`src/rtl/multicycle_adder_pkg.sv`:
```
// Shared definitions for the multi-cycle adder: FSM state encoding and a
// ceiling-log2 helper used to size the slice index counter.
package multicycle_adder_pkg;

  typedef enum logic [1:0] {
    ST_IDLE = 2'b00,
    ST_RUN  = 2'b01,
    ST_DONE = 2'b10
  } state_e;

  // Ceiling log2 with a floor of 1, so a single-slice adder still gets a
  // one-bit counter instead of a zero-width vector.
  function automatic int clog2_min1(input int value);
    int result;
    result = 0;
    for (int i = 0; i < 31; i++) begin
      if ((32'sd1 <<< i) < value) begin
        result = i + 1;
      end
    end
    return (result < 1) ? 1 : result;
  endfunction

endpackage

```
`src/rtl/multicycle_adder_if.sv`:
```
// Handshake and operand/result bus of the multi-cycle adder.
// The master drives requests and operands; the slave (the adder) returns
// status, result and flags.
interface multicycle_adder_if #(
  parameter int WIDTH = 32
);
  logic             start;
  logic [WIDTH-1:0] in_1;
  logic [WIDTH-1:0] in_2;
  logic             c_in;
  logic             sub;
  logic             busy;
  logic             done;
  logic [WIDTH-1:0] sum;
  logic             c_out;
  logic             overflow;

  modport master (
    output start, in_1, in_2, c_in, sub,
    input  busy, done, sum, c_out, overflow
  );

  modport slave (
    input  start, in_1, in_2, c_in, sub,
    output busy, done, sum, c_out, overflow
  );
endinterface

```
`src/rtl/multicycle_adder_slice_adder.sv`:
```
// SLICE-bit combinational ripple adder. Besides the carry out it exposes the
// carry into its own MSB so the top level can derive signed overflow from
// the most significant slice.
module slice_adder #(
  parameter int SLICE = 4
) (
  input  logic [SLICE-1:0] a,
  input  logic [SLICE-1:0] b,
  input  logic             c_in,
  output logic [SLICE-1:0] s,
  output logic             c_out,
  output logic             c_msb
);

  logic carry_s;

  // Ripple through the low bits, capture the carry entering the MSB, then finish the MSB
  always_comb begin
    carry_s = c_in;
    s       = '0;
    for (int i = 0; i < SLICE - 1; i++) begin
      s[i]    = a[i] ^ b[i] ^ carry_s;
      carry_s = (a[i] & b[i]) | (a[i] & carry_s) | (b[i] & carry_s);
    end
    c_msb          = carry_s;
    s[SLICE-1]     = a[SLICE-1] ^ b[SLICE-1] ^ carry_s;
    c_out          = (a[SLICE-1] & b[SLICE-1]) | (a[SLICE-1] & carry_s) | (b[SLICE-1] & carry_s);
  end

endmodule

```
`src/rtl/multicycle_adder.sv`:
```
// Sequential adder/subtractor: one SLICE-bit chunk is added per clock through
// a single slice adder, so a WIDTH-bit operation takes WIDTH/SLICE cycles.
// Operands are held in shift registers whose low slice feeds the adder; the
// carry between slices lives in a flop. Subtraction is A + ~B + 1.
module multicycle_adder
  import multicycle_adder_pkg::*;
#(
  parameter int WIDTH = 32,
  parameter int SLICE = 4
) (
  input logic               clk,
  input logic               rst,
  multicycle_adder_if.slave bus
);

  localparam int N  = WIDTH / SLICE;
  localparam int CW = clog2_min1(N);
  localparam int OW = clog2_min1(WIDTH);
  localparam logic [CW-1:0] LAST_IDX = CW'(N - 1);

  state_e           state_r;
  state_e           state_nx_s;
  logic             load_s;
  logic             step_s;
  logic             last_s;

  logic [WIDTH-1:0] a_r;
  logic [WIDTH-1:0] b_r;
  logic             carry_r;
  logic [CW-1:0]    idx_r;
  logic [OW-1:0]    ofs_s;

  logic [WIDTH-1:0] sum_r;
  logic             c_out_r;
  logic             overflow_r;
  logic             busy_r;
  logic             done_r;

  logic [SLICE-1:0] slice_sum_s;
  logic             slice_cout_s;
  logic             slice_cmsb_s;

  slice_adder #(.SLICE(SLICE)) u_slice (
    .a     (a_r[SLICE-1:0]),
    .b     (b_r[SLICE-1:0]),
    .c_in  (carry_r),
    .s     (slice_sum_s),
    .c_out (slice_cout_s),
    .c_msb (slice_cmsb_s)
  );

  assign last_s = (idx_r == LAST_IDX);
  assign ofs_s  = OW'(idx_r) * OW'(SLICE);

  // Next-state and control decode: accept in IDLE/DONE, step every RUN cycle
  always_comb begin
    state_nx_s = state_r;
    load_s     = 1'b0;
    step_s     = 1'b0;
    case (state_r)
      ST_IDLE: begin
        if (bus.start) begin
          load_s     = 1'b1;
          state_nx_s = ST_RUN;
        end else begin
          state_nx_s = ST_IDLE;
        end
      end
      ST_RUN: begin
        step_s = 1'b1;
        if (last_s) begin
          state_nx_s = ST_DONE;
        end else begin
          state_nx_s = ST_RUN;
        end
      end
      ST_DONE: begin
        if (bus.start) begin
          load_s     = 1'b1;
          state_nx_s = ST_RUN;
        end else begin
          state_nx_s = ST_IDLE;
        end
      end
      default: begin
        state_nx_s = ST_IDLE;
      end
    endcase
  end

  // FSM state register
  always_ff @(posedge clk) begin
    if (rst) begin
      state_r <= ST_IDLE;
    end else begin
      state_r <= state_nx_s;
    end
  end

  // Operand shift registers, inter-slice carry and slice index
  always_ff @(posedge clk) begin
    if (rst) begin
      a_r     <= '0;
      b_r     <= '0;
      carry_r <= 1'b0;
      idx_r   <= '0;
    end else if (load_s) begin
      a_r     <= bus.in_1;
      b_r     <= bus.sub ? ~bus.in_2 : bus.in_2;
      carry_r <= bus.sub ? 1'b1 : bus.c_in;
      idx_r   <= '0;
    end else if (step_s) begin
      a_r     <= a_r >> SLICE;
      b_r     <= b_r >> SLICE;
      carry_r <= slice_cout_s;
      idx_r   <= last_s ? '0 : idx_r + CW'(1);
    end
  end

  // Result slice write-back; flags are latched only on the final slice
  always_ff @(posedge clk) begin
    if (rst) begin
      sum_r      <= '0;
      c_out_r    <= 1'b0;
      overflow_r <= 1'b0;
    end else if (step_s) begin
      sum_r[ofs_s +: SLICE] <= slice_sum_s;
      if (last_s) begin
        c_out_r    <= slice_cout_s;
        overflow_r <= slice_cmsb_s ^ slice_cout_s;
      end
    end
  end

  // Registered status outputs follow the state being entered
  always_ff @(posedge clk) begin
    if (rst) begin
      busy_r <= 1'b0;
      done_r <= 1'b0;
    end else begin
      busy_r <= (state_nx_s == ST_RUN);
      done_r <= (state_nx_s == ST_DONE);
    end
  end

  assign bus.busy     = busy_r;
  assign bus.done     = done_r;
  assign bus.sum      = sum_r;
  assign bus.c_out    = c_out_r;
  assign bus.overflow = overflow_r;

endmodule

```
`src/flat_wrapper.sv`:
```
// flat-port wrapper written by rule: the top's interface ports become plain ports
module multicycle_adder_flat import multicycle_adder_pkg::*;
#(
  parameter int WIDTH = 32,
  parameter int SLICE = 4
)
  (clk, rst, bus_start, bus_in_1, bus_in_2, bus_c_in, bus_sub, bus_busy, bus_done, bus_sum, bus_c_out, bus_overflow);
  multicycle_adder_if #(.WIDTH(WIDTH)) bus_i ();
  input logic clk;
  input logic rst;
  input wire logic [$bits(bus_i.start)-1:0] bus_start;
  input wire logic [$bits(bus_i.in_1)-1:0] bus_in_1;
  input wire logic [$bits(bus_i.in_2)-1:0] bus_in_2;
  input wire logic [$bits(bus_i.c_in)-1:0] bus_c_in;
  input wire logic [$bits(bus_i.sub)-1:0] bus_sub;
  output wire logic [$bits(bus_i.busy)-1:0] bus_busy;
  output wire logic [$bits(bus_i.done)-1:0] bus_done;
  output wire logic [$bits(bus_i.sum)-1:0] bus_sum;
  output wire logic [$bits(bus_i.c_out)-1:0] bus_c_out;
  output wire logic [$bits(bus_i.overflow)-1:0] bus_overflow;
  assign bus_i.start = bus_start;
  assign bus_i.in_1 = bus_in_1;
  assign bus_i.in_2 = bus_in_2;
  assign bus_i.c_in = bus_c_in;
  assign bus_i.sub = bus_sub;
  assign bus_busy = bus_i.busy;
  assign bus_done = bus_i.done;
  assign bus_sum = bus_i.sum;
  assign bus_c_out = bus_i.c_out;
  assign bus_overflow = bus_i.overflow;
  multicycle_adder #(.WIDTH(WIDTH), .SLICE(SLICE)) u_core (.clk(clk), .rst(rst), .bus(bus_i));
endmodule
```
`config.mk`:
```
export PLATFORM = sky130hd
export DESIGN_NAME = multicycle_adder_flat
export DESIGN_NICKNAME = d
export VERILOG_FILES = /design/src/rtl/multicycle_adder_pkg.sv /design/src/rtl/multicycle_adder_if.sv /design/src/rtl/multicycle_adder_slice_adder.sv /design/src/rtl/multicycle_adder.sv /design/src/flat_wrapper.sv
export SDC_FILE = /design/constraint.sdc
export NUM_CORES = 1
export LEC_CHECK = 0
export ABC_AREA = 1
export BUFFER_PORTS_ARGS = -buffer_cell sky130_fd_sc_hd__buf_2
export CORE_MARGIN = 3
export CORE_UTILIZATION = 35
export CTS_CLUSTER_SIZE = 24
export DETAILED_ROUTE_END_ITERATION = 10
export GPL_TIMING_DRIVEN = 0
export PLACE_DENSITY = 0.58
export SYNTH_ARGS = -nofsm -noshare
export SYNTH_HDL_FRONTEND = slang
export SYNTH_SLANG_ARGS = --single-unit
```
`constraint.sdc`:
```
create_clock -name clk -period 3.25 [get_ports clk]
set_input_delay 0.65 -clock clk [delete_from_list [all_inputs] [get_ports clk]]
set_output_delay 0.65 -clock clk [all_outputs]
set_load 0.02 [all_outputs]
```
==> results.cfg <==
[outcome]
outcome = finished clean

[clocking]
cts-root-buf = clkbuf_16
cts_tree = done
cts-buffers-inserted = 9
cts.repair.resized = 0
hold_buffers = 0
clk_pin_slew_ns = 0.07
cts_sinks = 106
post-cts-setup-buffers = 0
htree_levels = 3
cts.path.max_buffers = 2
clk_latency_ns = 0.35

[synth]
synth-seq-cells = 106
synth.avg_cell_area_um2 = 6.90
synth_seq_area_share_pct = 40.4
synth.distinct_cells = 29
synth-adder-area-share_pct = 3.19
synthSimpleGateAreaFrac_pct = 34.2
yosys_warnings = 0
synth_compound_area_share_pct = 10.1
syn_nets = 842
synth_top_family_by_area = simple AND/OR/NAND/NOR gates
synth_xor_area_share_pct = 4.83
synth_area_um2 = 5260
synthMuxAreaShare_pct = 0
syn_inst = 762

[routing]
drc = 0
vias = 4856
drt-pass1-iter-count = 4
drt-initial-drc-count = 262
wire_per_inst_um = 12.5
drt-total-wl_um = 13300
ant_nets = 0
viasPerCell = 4.56

[die]
die_w_um = 129
coreArea_um2 = 14600
top_level_ports = 105
std_cell_rows = 44
die_y_um = 129
die_area_um2 = 16500
start_util_pct = 36.0

[sta]
fmax_ghz = 0.382
relSlewSlack_pct = 64.0
worst_clock_skew_ns = 0.00751
fin_crit_ns = 2.62
tns_ns = 0
rsz0062_at_grt = no
min_period_over_period_pct = 80.6
worst_slew_pin_slew_ns = 0.540
maxSlewViolCount = 0
setup_slack_ns = 0.629
finalSetupViolations = 0
hold_viol = 0

[worst_setup_path]
r2r_cells = 10
cp.required_ns = 3.49
r2r-start = u_core.carry_r
reg2reg_slack_ns = 0.63
critPathMaxFanout = 2
cp.arrival_ns = 2.87
startpoint_type = flop
endpoint_kind = flop
crit_type = flop to flop
timing.rr.end = u_core.bus.sum[15]

[final_layout]
layout_commonest_cell = nand2_1
diodes = 0
drive_above_1_share_pct = 19.9
syn2layout_area_growth_pct = 20.5
nets = 955
fillerInstances = 1579
final_cell_mix = nand2_1 (318), buf_2 (117), dfxtp_1 (106)

[worst_hold_path]
hold_end = u_core.b_r[20]
hold_depth = 2
min_from = u_core.b_r[20]
hold_path.class = flop to flop

[place]
dpl.hpwl_um = 9930
pre_cts_ws_ns = 0.619
place.gp.congestion = 0.795
io_buffers = 102

[global_route]
antenna_found_initial = 0
grt_use_total_pct = 16.4
grt.overflow.total = 0
grt_pass1_wl_um = 21900
grt_start_max_net_pins = 17
grt_pass1_vias = 4616

[power_and_ir_drop]
p_leak_nw = 2.90
power_density_nw_per_um2 = 505
peakVddDrop_v = 0.000284

[flow_run]
cap_violations = 0
==> where the power goes <==
group | internal [mW] | total, mW | switching [mW]
Clock | 0.737 | 1.23 | 0.489
Combinational | 0.215 | 0.560 | 0.345
Sequential | 1.37 | 1.42 | 0.0422
Total | 2.33 | 3.20 | 0.876
==> metrics by stage <==
step                      hold slack (ns)  cells  total power, mW  util, %  cell area, um2
after floorplan                     0.439    762             1.84        -            5260
after global placement              0.447   1048             2.01     41.1            6000
after detailed placement            0.453   1048             2.01     41.1            6000
after CTS                           0.462   1064             3.24     43.4            6340
after global routing                0.476   1064             3.37     43.4            6340
final                               0.462   1064             3.20     43.4            6340
==> kinds of logic after synthesis <==
kind of cell,Yosys count
flip-flops,106
AO/OA/AOI/OAI,105
AND/OR/NAND/NOR,440
XOR/XNOR,29
adder cells (fa/ha/maj),11
buffers and inverters,71
==> critical path: stages (launching register included) <==
cell,delay (ns)
dfxtp_1,0.38
fa_1,0.19
inv_1,0.07
fa_1,0.45
fa_1,0.47
inv_1,0.10
fa_1,0.43
nand3_1,0.14
nor2_1,0.07
o21ai_0,0.17
nor2_1,0.06
==> metal layers <==
| metal | up-vias | global-route usage [%] | routed length [um] |
|---|---|---|---|
| met1 | 2154 | 21.6 | 6510 |
| met2 | 81 | 26.8 | 6040 |
| li1 | 2609 | - | - |
| met5 | - | 0 | 0 |
| met3 | 12 | 4.44 | 591 |
| met4 | 0 | 3.77 | 152 |
==> area by class of cell <==
type	instances	area, um2	area share, %
plain buffers	42	268	4.22
clock buffers	12	267	4.20
clock inverters	4	72.6	1.14
inverters	29	114	1.80
multi-input cells	585	2760	43.5
flip-flops and latches	106	2120	33.5
well taps	184	230	3.63
repair buffers	102	510	8.05
==> flip-flops by register name (all words and copies together), names as in the netlist <==
name / count
u_core.carry_r: 1
u_core.state_r: 2
u_core.bus.sum: 32
u_core.a_r: 32
u_core.bus.done: 1
u_core.b_r: 32
u_core.bus.overflow: 1
u_core.bus.c_out: 1
u_core.bus.busy: 1
u_core.idx_r: 3
==> Yosys cell counts <==
library cell	instances	area [um2]
ha_1	7	87.6
o21ai_1	5	25.0
inv_1	23	86.3
xor2_1	1	8.76
nor2_1	73	274
or2_2	4	25.0
nand2_2	4	25.0
dfxtp_1	106	2120
buf_12	1	20.0
nand2_1	318	1190
nor3_1	7	35.0
clkbuf_1	12	45.0
buf_4	6	45.0
nand2_4	3	33.8
inv_6	1	8.76
nor2_4	8	90.1
fa_1	4	80.1
a21oi_1	83	415
nand3_1	16	80.1
o21a_1	1	7.51
buf_1	1	3.75
nand4_1	4	25.0
buf_2	15	75.1
nor2_2	3	18.8
o21ai_0	14	70.1
a211oi_1	2	15.0
xnor2_1	28	245
inv_2	5	18.8
buf_6	7	78.8
==> worst max path at each step <==
stage                     slack (ns)           start            endpoint  cells past startpoint
after global placement          0.64  u_core.carry_r  u_core.bus.sum[15]                     10
after detailed placement        0.62  u_core.carry_r  u_core.bus.sum[15]                     10
after CTS                       0.60  u_core.carry_r  u_core.bus.sum[15]                     10
after global routing            0.44  u_core.carry_r  u_core.bus.sum[15]                     10
after floorplan                 0.85  u_core.carry_r  u_core.bus.sum[15]                     10
final                           0.63  u_core.carry_r  u_core.bus.sum[15]                     10
No activity file was read; power rests on OpenSTA's default activity.
